[config.mk]
export PLATFORM = sky130hd
export DESIGN_NAME = crypto_seq_ctrl
export DESIGN_NICKNAME = d
export VERILOG_FILES = /design/src/rtl/crypto_seq_ctrl.sv
export SDC_FILE = /design/constraint.sdc
export NUM_CORES = 1
export LEC_CHECK = 0
export BUFFER_PORTS_ARGS = -buffer_cell sky130_fd_sc_hd__buf_2
export CORE_ASPECT_RATIO = 0.7
export CORE_MARGIN = 2
export CORE_UTILIZATION = 56
export DETAILED_ROUTE_END_ITERATION = 6
export HOLD_SLACK_MARGIN = 0.12
export PLACE_DENSITY = 0.8
export SETUP_SLACK_MARGIN = 0.2
export SYNTH_ARGS = -nofsm -noshare
export SYNTH_HDL_FRONTEND = slang
export SYNTH_SLANG_ARGS = --single-unit
export TNS_END_PERCENT = 30
[constraint.sdc]
create_clock -name wb_clk_i -period 6 [get_ports wb_clk_i]
set_clock_uncertainty 0.1 [all_clocks]
set_input_delay 1.2 -clock wb_clk_i [delete_from_list [all_inputs] [get_ports wb_clk_i]]
set_output_delay 1.2 -clock wb_clk_i [all_outputs]
set_load 0.03 [all_outputs]
[src/rtl/crypto_seq_ctrl.sv]
`default_nettype none
// ============================================================================
// Module      : crypto_seq_ctrl
// Description : Launches the DES or AES core, waits for its completion edge
//               with a timeout, strobes capture, and keeps sticky status/irq.
//               Optional macro CRYPTO_SEQ_LATENCY_EN enables last_latency_o.
// Revision    : 1.0 - initial release
// ============================================================================
module crypto_seq_ctrl #(
  parameter int TIMEOUT_CYCLES = 1024,
  parameter int CNT_W          = 11
) (
  input  logic             wb_clk_i,
  input  logic             wb_rst_i,
  input  logic             cmd_valid_i,
  output logic             cmd_ready_o,
  input  logic             cmd_mode_i,
  input  logic             cmd_decrypt_i,
  input  logic             irq_clr_i,
  output logic             des_init_o,
  output logic             des_decrypt_o,
  input  logic             des_finish_i,
  output logic             aes_load_o,
  output logic             aes_decrypt_o,
  input  logic             aes_ready_i,
  output logic             sel_o,
  output logic             capture_o,
  output logic             busy_o,
  output logic             done_o,
  output logic             timeout_o,
  output logic             irq_o,
  output logic [CNT_W-1:0] last_latency_o
);

  typedef enum logic [1:0] {
    IDLE    = 2'd0,
    LAUNCH  = 2'd1,
    ST_WAIT = 2'd2,
    CAPTURE = 2'd3
  } state_t;

  localparam logic [CNT_W-1:0] CNT_LAST = CNT_W'(TIMEOUT_CYCLES - 1);
  localparam logic [CNT_W-1:0] CNT_MAX  = '1;

  state_t           state;
  logic [CNT_W-1:0] cnt;
  logic             prev;
  logic             cur;
  logic             edge_det;
  logic             accept;
  logic             done_set;
  logic             to_set;

  // sel_o is latched at acceptance, so it already selects the right core in LAUNCH
  assign cur      = sel_o ? aes_ready_i : des_finish_i;
  assign edge_det = cur & ~prev;
  assign accept   = (state == IDLE) & cmd_valid_i;
  assign done_set = (state == CAPTURE);
  assign to_set   = (state == ST_WAIT) & ~edge_det & (cnt == CNT_LAST);

  assign cmd_ready_o = ~busy_o;
  assign irq_o       = done_o | timeout_o;

  always_ff @(posedge wb_clk_i) begin
    if (wb_rst_i) begin
      state         <= IDLE;
      cnt           <= '0;
      prev          <= 1'b0;
      sel_o         <= 1'b0;
      des_decrypt_o <= 1'b0;
      aes_decrypt_o <= 1'b0;
      des_init_o    <= 1'b0;
      aes_load_o    <= 1'b0;
      capture_o     <= 1'b0;
      busy_o        <= 1'b0;
      done_o        <= 1'b0;
      timeout_o     <= 1'b0;
    end else begin
      des_init_o <= 1'b0;
      aes_load_o <= 1'b0;
      capture_o  <= 1'b0;
      case (state)
        IDLE: begin
          if (cmd_valid_i) begin
            sel_o         <= cmd_mode_i;
            des_decrypt_o <= cmd_decrypt_i;
            aes_decrypt_o <= cmd_decrypt_i;
            des_init_o    <= ~cmd_mode_i;
            aes_load_o    <= cmd_mode_i;
            busy_o        <= 1'b1;
            state         <= LAUNCH;
          end
        end
        LAUNCH: begin
          cnt   <= '0;
          prev  <= cur;
          state <= ST_WAIT;
        end
        ST_WAIT: begin
          prev <= cur;
          if (edge_det) begin
            capture_o <= 1'b1;
            state     <= CAPTURE;
          end else if (cnt == CNT_LAST) begin
            busy_o <= 1'b0;
            state  <= IDLE;
          end else if (cnt != CNT_MAX) begin
            cnt <= cnt + 1'b1;
          end
        end
        CAPTURE: begin
          busy_o <= 1'b0;
          state  <= IDLE;
        end
        default: state <= IDLE;
      endcase

      // A set outranks a simultaneous clear
      if (done_set)
        done_o <= 1'b1;
      else if (irq_clr_i || accept)
        done_o <= 1'b0;

      if (to_set)
        timeout_o <= 1'b1;
      else if (irq_clr_i || accept)
        timeout_o <= 1'b0;
    end
  end

`ifdef CRYPTO_SEQ_LATENCY_EN
  logic [CNT_W-1:0] latency;

  // Edge cycle is counted, hence cnt + 1
  always_ff @(posedge wb_clk_i) begin
    if (wb_rst_i)
      latency <= '0;
    else if (state == ST_WAIT && edge_det)
      latency <= cnt + 1'b1;
  end

  assign last_latency_o = latency;
`else
  assign last_latency_o = '0;
`endif

endmodule
`default_nettype wire

==> results.yml, run 1 <==
run_status:
  status: "finished clean"
grt:
  grt_pass1_vias: 937
  grt_pass1_wl_um: 4409
  antenna_found_initial: 0
  grt_start_max_net_pins: 24
  gr-total-overflow: 0
  grt_usage_pct: 22.84
clock_network:
  ctsHoldBuffers: 0
  cts.clk_slew.worst_paths_ps: 130
  cts_setup_buffers: 0
  htree_levels: 1
  clk_latency_ps: 320
  cts-root-buf: "clkbuf_4"
  cts_sinks: 22
  clock_path_buffers: 2
  cts_tree: "done"
  cts_resized: 0
  numCtsBuffers: 3
place:
  placedInstanceArea_um2: 1259
  place.gp.congestion: 0.8290
  port_buffers: 18
  hpwlAfterDp_um: 1876
  dp.cells: 174
  dp_slack_ps: 3236
floorplanning:
  chipHeight_um: 43.11
  num_io_pins: 30
  initial_core_util_pct: 58.21
  row_count: 14
  dieWidth_um: 59.87
  die_area_um2: 2581
  coreArea_um2: 2102
layout:
  drive_gt1_share_pct: 18.83
  fin_nets: 169
  final_util_pct: 62.38
  fin_cells: 178
  area_growth_pct: 7.158
  fin_area_um2: 1311
  antenna_cells: 0
synth:
  synthXorXnorAreaFrac_pct: 0
  synth_area_um2: 1224
  yosys.area_share.simple_pct: 20.04
  synth.avg_cell_area_um2: 8.867
  synth_fa_ha_area_share_pct: 6.135
  ys_warn_count: 0
  yosys.cell_types.count: 44
  synth_top_family_by_area: "compound AO/OA/AOI/OAI gates"
  netlist_instances: 138
  ys_ff_latch: 22
  synth.area.mux_share_pct: 0.8180
  ys_seq_area_share_pct: 35.99
  synth_compound_area_share_pct: 24.85
power:
  intPower_uw: 266.7
  irDropWorstVdd_v: 0.0001879
  comb_power_share_pct: 31.2
  p_seq_share_pct: 41.0
  switchingPower_uw: 149.2
  p_leak_nw: 0.5200
  p_sw_share_pct: 35.88
  p_total_uw: 415.9
  powerDensity_nw_per_um2: 317.2
  clkPwrFrac_pct: 27.8
timing:
  relSlewSlack_pct: 46.32
  min_period_over_period_pct: 44.42
  slew_viol_final: 0
  layout_setup_ws_ps: 3335
  fin_setup_tns_ps: 0
  timing.hold.ws_ps: 387.6
  final-hold-violation-count: 0
  rsz0062_at_grt: "false"
  fin_crit_ps: 2665
  clock.fmax_mhz: 375.2
  worstMarginPinSlew_ps: 799.1
  finalSetupViolations: 0
critical_path:
  worstSetupStartpointType: "flip-flop"
  critical_path_class: "flip-flop to flip-flop"
  path_cells: "inv_1 -> ha_1 -> inv_1 -> nor3_1 -> nor2_1 -> a311oi_1"
  cp_max_fo: 15
  cp-end-kind: "flip-flop"
  crit_path_frequent_cell: "inv_1"
  r2r_setup_slack_ps: 3330
  cp_num_buf_inv: 2
  arrival_ps: 2800
  crit_family: "simple AND/OR/NAND/NOR gates"
  cp_data_required_time_ps: 6130
  slowest_delay_ps: 690
  crit_path_top_delay_cell: "nor3_1"
drt:
  dr.pass1.iters: 4
  drtAntennaViolNets: 0
  drtIter0Drc: 52
  wl_per_cell_um: 14.97
  route.detailed.drc: 0
  routed_wirelength_um: 2665
  vias_per_cell: 6.169
  vias: 1098
worst_hold_path:
  hold_class: "flip-flop to flip-flop"
run:
  max_cap_violations: 0
==> final cells by class <==
class / count / area [um^2]
fillers: 192 / 790.8
multi-input cells: 104 / 675.6
flip-flops and latches: 22 / 440.4
repair buffers: 18 / 90.09
clock inverters: 1 / 30.03
well taps: 24 / 30.03
clock buffers: 3 / 22.52
inverters: 6 / 22.52
==> Yosys cell counts, drive strengths merged <==
cell type  count  area, um^2
o21bai         1       7.510
nor3b          1       7.510
o211ai         1       7.510
o221ai         1       8.760
nand4          4       31.28
nor3           4       20.02
o21ai          4       20.02
and4           2       18.77
nand3          6       30.03
a311oi         6       52.55
a22oi          1       7.510
dfxtp         22       440.4
conb           1       3.750
a41oi          2       17.52
mux2i          1       10.01
ha             6       75.07
and2           2       12.51
a2111o         1       11.26
inv            6       22.52
nor2           7       26.28
a41o           1       10.01
clkbuf         3       21.27
o221a          1       11.26
a21o           2       17.52
a211oi         4       30.03
a31oi          3       18.77
buf           13       101.4
a21oi         10       50.05
or3            1       6.260
nand2b         2       12.51
and3           1       6.260
a2111oi        1       8.760
nand2          8       30.03
nor4           2       12.51
nand3b         1       7.510
o32ai          2       17.52
or4            1       11.26
nor2b          1       6.260
or2            1       6.260
o21a           1       7.510
==> sequential cells by signal, summed over array words and instances, names as in the netlist <==
signal and cells:
done_o 1, state 2, capture_o 1, sel_o 1, timeout_o 1, des_init_o 1
aes_decrypt_o 1, busy_o 1, prev 1, cnt 11, aes_load_o 1
==> layer usage <==
metal | routed length [um] | GRT usage [%]
met1 | 1164 | 31.73
met2 | 1163 | 32.39
met3 | 292 | 8.232
met4 | 45 | 7.556
met5 | 0 | 0
==> worst paths after layout <==
check	cells past startpoint	startpoint	to
max reg2reg	6	state[0]	cnt[7]
max	6	state[0]	cnt[7]
min reg2reg	2	aes_decrypt_o	aes_decrypt_o
min	2	aes_decrypt_o	aes_decrypt_o
==> power by group through the flow <==
stage                     logic (mW)  registers, mW  clock network (mW)
after CTS                      0.129          0.170               0.117
after detailed placement       0.128          0.174                   0
after floorplan               0.0958          0.183                   0
final                          0.130          0.170               0.116
after global routing           0.143          0.172               0.123
after global placement         0.124          0.172                   0
==> placed cells by master, fill, tap and decap left out, types with 3 or more instances in the layout <==
master    Yosys  routed
nand3_1       6       6
buf_2         0      18
nor2_1        7       7
a211oi_1      4       4
ha_1          6       6
conb_1        1      11
o21ai_0       4       4
nand2_1       8       8
dfxtp_1      22      22
nor3_1        4       4
a21oi_1      10      10
inv_1         6       6
a311oi_1      6       6
a31oi_1       3       3
nand4_1       3       3
clkbuf_4      0       3
==> kinds of logic after synthesis <==
family | after synthesis
buffers and inverters | 22
other | 1
DFF | 22
AOI/OAI and AO/OA | 42
and+or+nand+nor | 44
adders and majority gates | 6
muxes | 1
==> worst register-to-register path, stage by stage (launching register included) <==
cell	delay, ps
dfxtp_1	360
inv_1	140
ha_1	500
inv_1	180
nor3_1	690
nor2_1	290
a311oi_1	330
Note: power is estimated with default switching activity, not from simulation.
==> run 2, diff against run 1 <==
Settings changed: ABC_AREA from default to 1, CORE_UTILIZATION 56 to 53, PLACE_DENSITY 0.8 to 0.75.
Clock period 6 ns to 2.5 ns, I/O delays scaled along.
==> run 2 against run 1 <==
Against the previous run:
- sequential share of layout area down 4.2 points
- synthesized cell count increased by 41%
- synthesized area rose by 12%
- critical endpoint is now cnt[8]
- largest cell class unchanged
- power rose to 2.6 times the previous value
- first-iteration DRC count decreased by 65%
==> results.yml, run 2 <==
run_status:
  status: "finished clean"
synth:
  synth_edf_count: 0
  synth_top_family_by_area: "simple AND/OR/NAND/NOR gates"
  synthTopCellsByCount: "nand2_1, inv_1, nor2_1"
  synth.area.mux_share_pct: 0
  synth_compound_area_share_pct: 8.616
  synthXorXnorAreaFrac_pct: 1.283
  yosys.area.top_type: "dfxtp_1"
  ys_ff_latch: 22
  netlist_instances: 195
  ys_seq_area_share_pct: 32.26
  synth_fa_ha_area_share_pct: 5.500
  synth.top_cell.area_share_pct: 32.26
  synth_area_um2: 1365
  synth.avg_cell_area_um2: 7.000
  yosysMostFrequentCell: "nand2_1"
  synthFlopType: "dfxtp_1"
  synth_area_leaders: "dfxtp_1, nand2_1, inv_1"
  ys_async_sr_fraction_pct: 0
  yosys.area_share.simple_pct: 36.76
  yosys.cell_types.count: 31
  ys_warn_count: 0
timing:
  fin_setup_tns_ps: 0
  final-hold-violation-count: 0
  min_period_over_period_pct: 83.97
  clock.fmax_mhz: 476.4
  fin_crit_ps: 2099
  slew_viol_final: 0
  layout_setup_ws_ps: 400.7
  finalSetupViolations: 0
  timing.hold.ws_ps: 295.8
  rsz0062_at_grt: "false"
floorplanning:
  dieWidth_um: 64.66
  chipHeight_um: 46.46
  num_io_pins: 30
  row_count: 15
  coreArea_um2: 2459
  die_area_um2: 3004
  initial_core_util_pct: 55.52
layout:
  top_regs: "cnt: 11 flops, state: 2 flops"
  regMostFlops: "cnt"
  area_growth_pct: 9.808
  layout_common_cells: "nand2_1, inv_1, nor2_1"
  drive_gt1_share_pct: 18.78
  largest_reg_flops: 11
  antenna_cells: 0
  mostFrequentLayoutCell: "nand2_1"
  fin_area_um2: 1499
  fin_nets: 228
drt:
  route.detailed.drc: 0
  dr.pass1.iters: 4
  drtIter0Drc: 18
  drtAntennaViolNets: 0
  wl_per_cell_um: 10.07
  vias_per_cell: 4.717
  vias: 1165
  routed_wirelength_um: 2487
critical_path:
  cp_data_required_time_ps: 2570
  critical_path_class: "flip-flop to flip-flop"
  worstSetupStartpointType: "flip-flop"
  arrival_ps: 2170
  cp_max_fo: 12
  cp-end-kind: "flip-flop"
power:
  p_leak_nw: 0.7534
  powerDensity_nw_per_um2: 731.8
  irDropWorstVdd_v: 0.0005369
place:
  hpwlAfterDp_um: 1979
  dp_slack_ps: 416.9
  port_buffers: 18
  placedInstanceArea_um2: 1428
  place.gp.congestion: 0.8654
clock_network:
  cts_resized: 0
  cts.clk_slew.worst_paths_ps: 80
  numCtsBuffers: 3
  cts_setup_buffers: 0
  clk_latency_ps: 270
  cts-root-buf: "clkbuf_8"
  cts_tree: "done"
  clock_path_buffers: 2
  ctsHoldBuffers: 0
  htree_levels: 1
  cts_sinks: 22
grt:
  grt_start_max_net_pins: 14
  antenna_found_initial: 0
  grt_usage_pct: 18.36
  grt_pass1_vias: 950
  grt_pass1_wl_um: 4146
  gr-total-overflow: 0
worst_hold_path:
  hold_class: "primary input to flip-flop"
run:
  max_cap_violations: 0
-- run 2: worst max-delay path, cell delays in order (launching register included) --
cell	delay [ps]
dfxtp_1	330
inv_1	140
ha_1	450
inv_1	260
nand2_1	100
nand2_1	70
nor2_2	320
nand2_1	100
nand2_1	70
nor2_1	60
-- run 2: final cells by class --
cell class | instances | area, um^2
clock buffers | 3 | 41.29
clock inverters | 1 | 30.03
fillers | 227 | 959.7
inverters | 27 | 101.3
multi-input cells | 142 | 753.2
flip-flops and latches | 22 | 440.4
well taps | 34 | 42.54
repair buffers | 18 | 90.09
-- run 2: report_power, final --
part,switching [mW],leakage [nW],internal [mW]
clock,0.116,0.0357,0.214
sequential,0.0206,0.179,0.381
combinational,0.261,0.539,0.105
total,0.397,0.753,0.700
-- run 2: final timing paths --
| kind | startpoint | endpoint | slack [ps] | depth (start not counted) |
|---|---|---|---|---|
| worst max register to register | state[0] | cnt[8] | 400 | 9 |
| worst min-delay path | cmd_mode_i | des_init_o | 300 | 2 |
| worst min register to register | cnt[10] | cnt[10] | 360 | 2 |
| worst max-delay path | state[0] | cnt[8] | 400 | 9 |
-- run 2: cells by family after synthesis --
| logic type | after synthesis |
|---|---|
| xor gates and xnor gates | 2 |
| DFF | 22 |
| and+or+nand+nor | 104 |
| buffers and inverters | 41 |
| adders and majority gates | 6 |
| AOI/OAI and AO/OA | 19 |
| other | 1 |
-- run 2: metal layers --
layer  up-vias  share of wire (%)  track usage (%)
li1        617                  -                -
met1       505                 49            24.70
met2        38                 42            28.33
met3         5                7.5            5.623
met4         0                1.2            6.383
met5         -                  0                0
-- run 2: through the flow --
stage | utilization, % | std cells | power (mW)
floorplan | - | 205 | 0.7138
global placement | 58.07 | 243 | 0.7636
detailed placement | 58.07 | 243 | 0.7727
CTS | 60.97 | 247 | 1.104
global route | 60.97 | 247 | 1.161
finish | 60.97 | 247 | 1.097
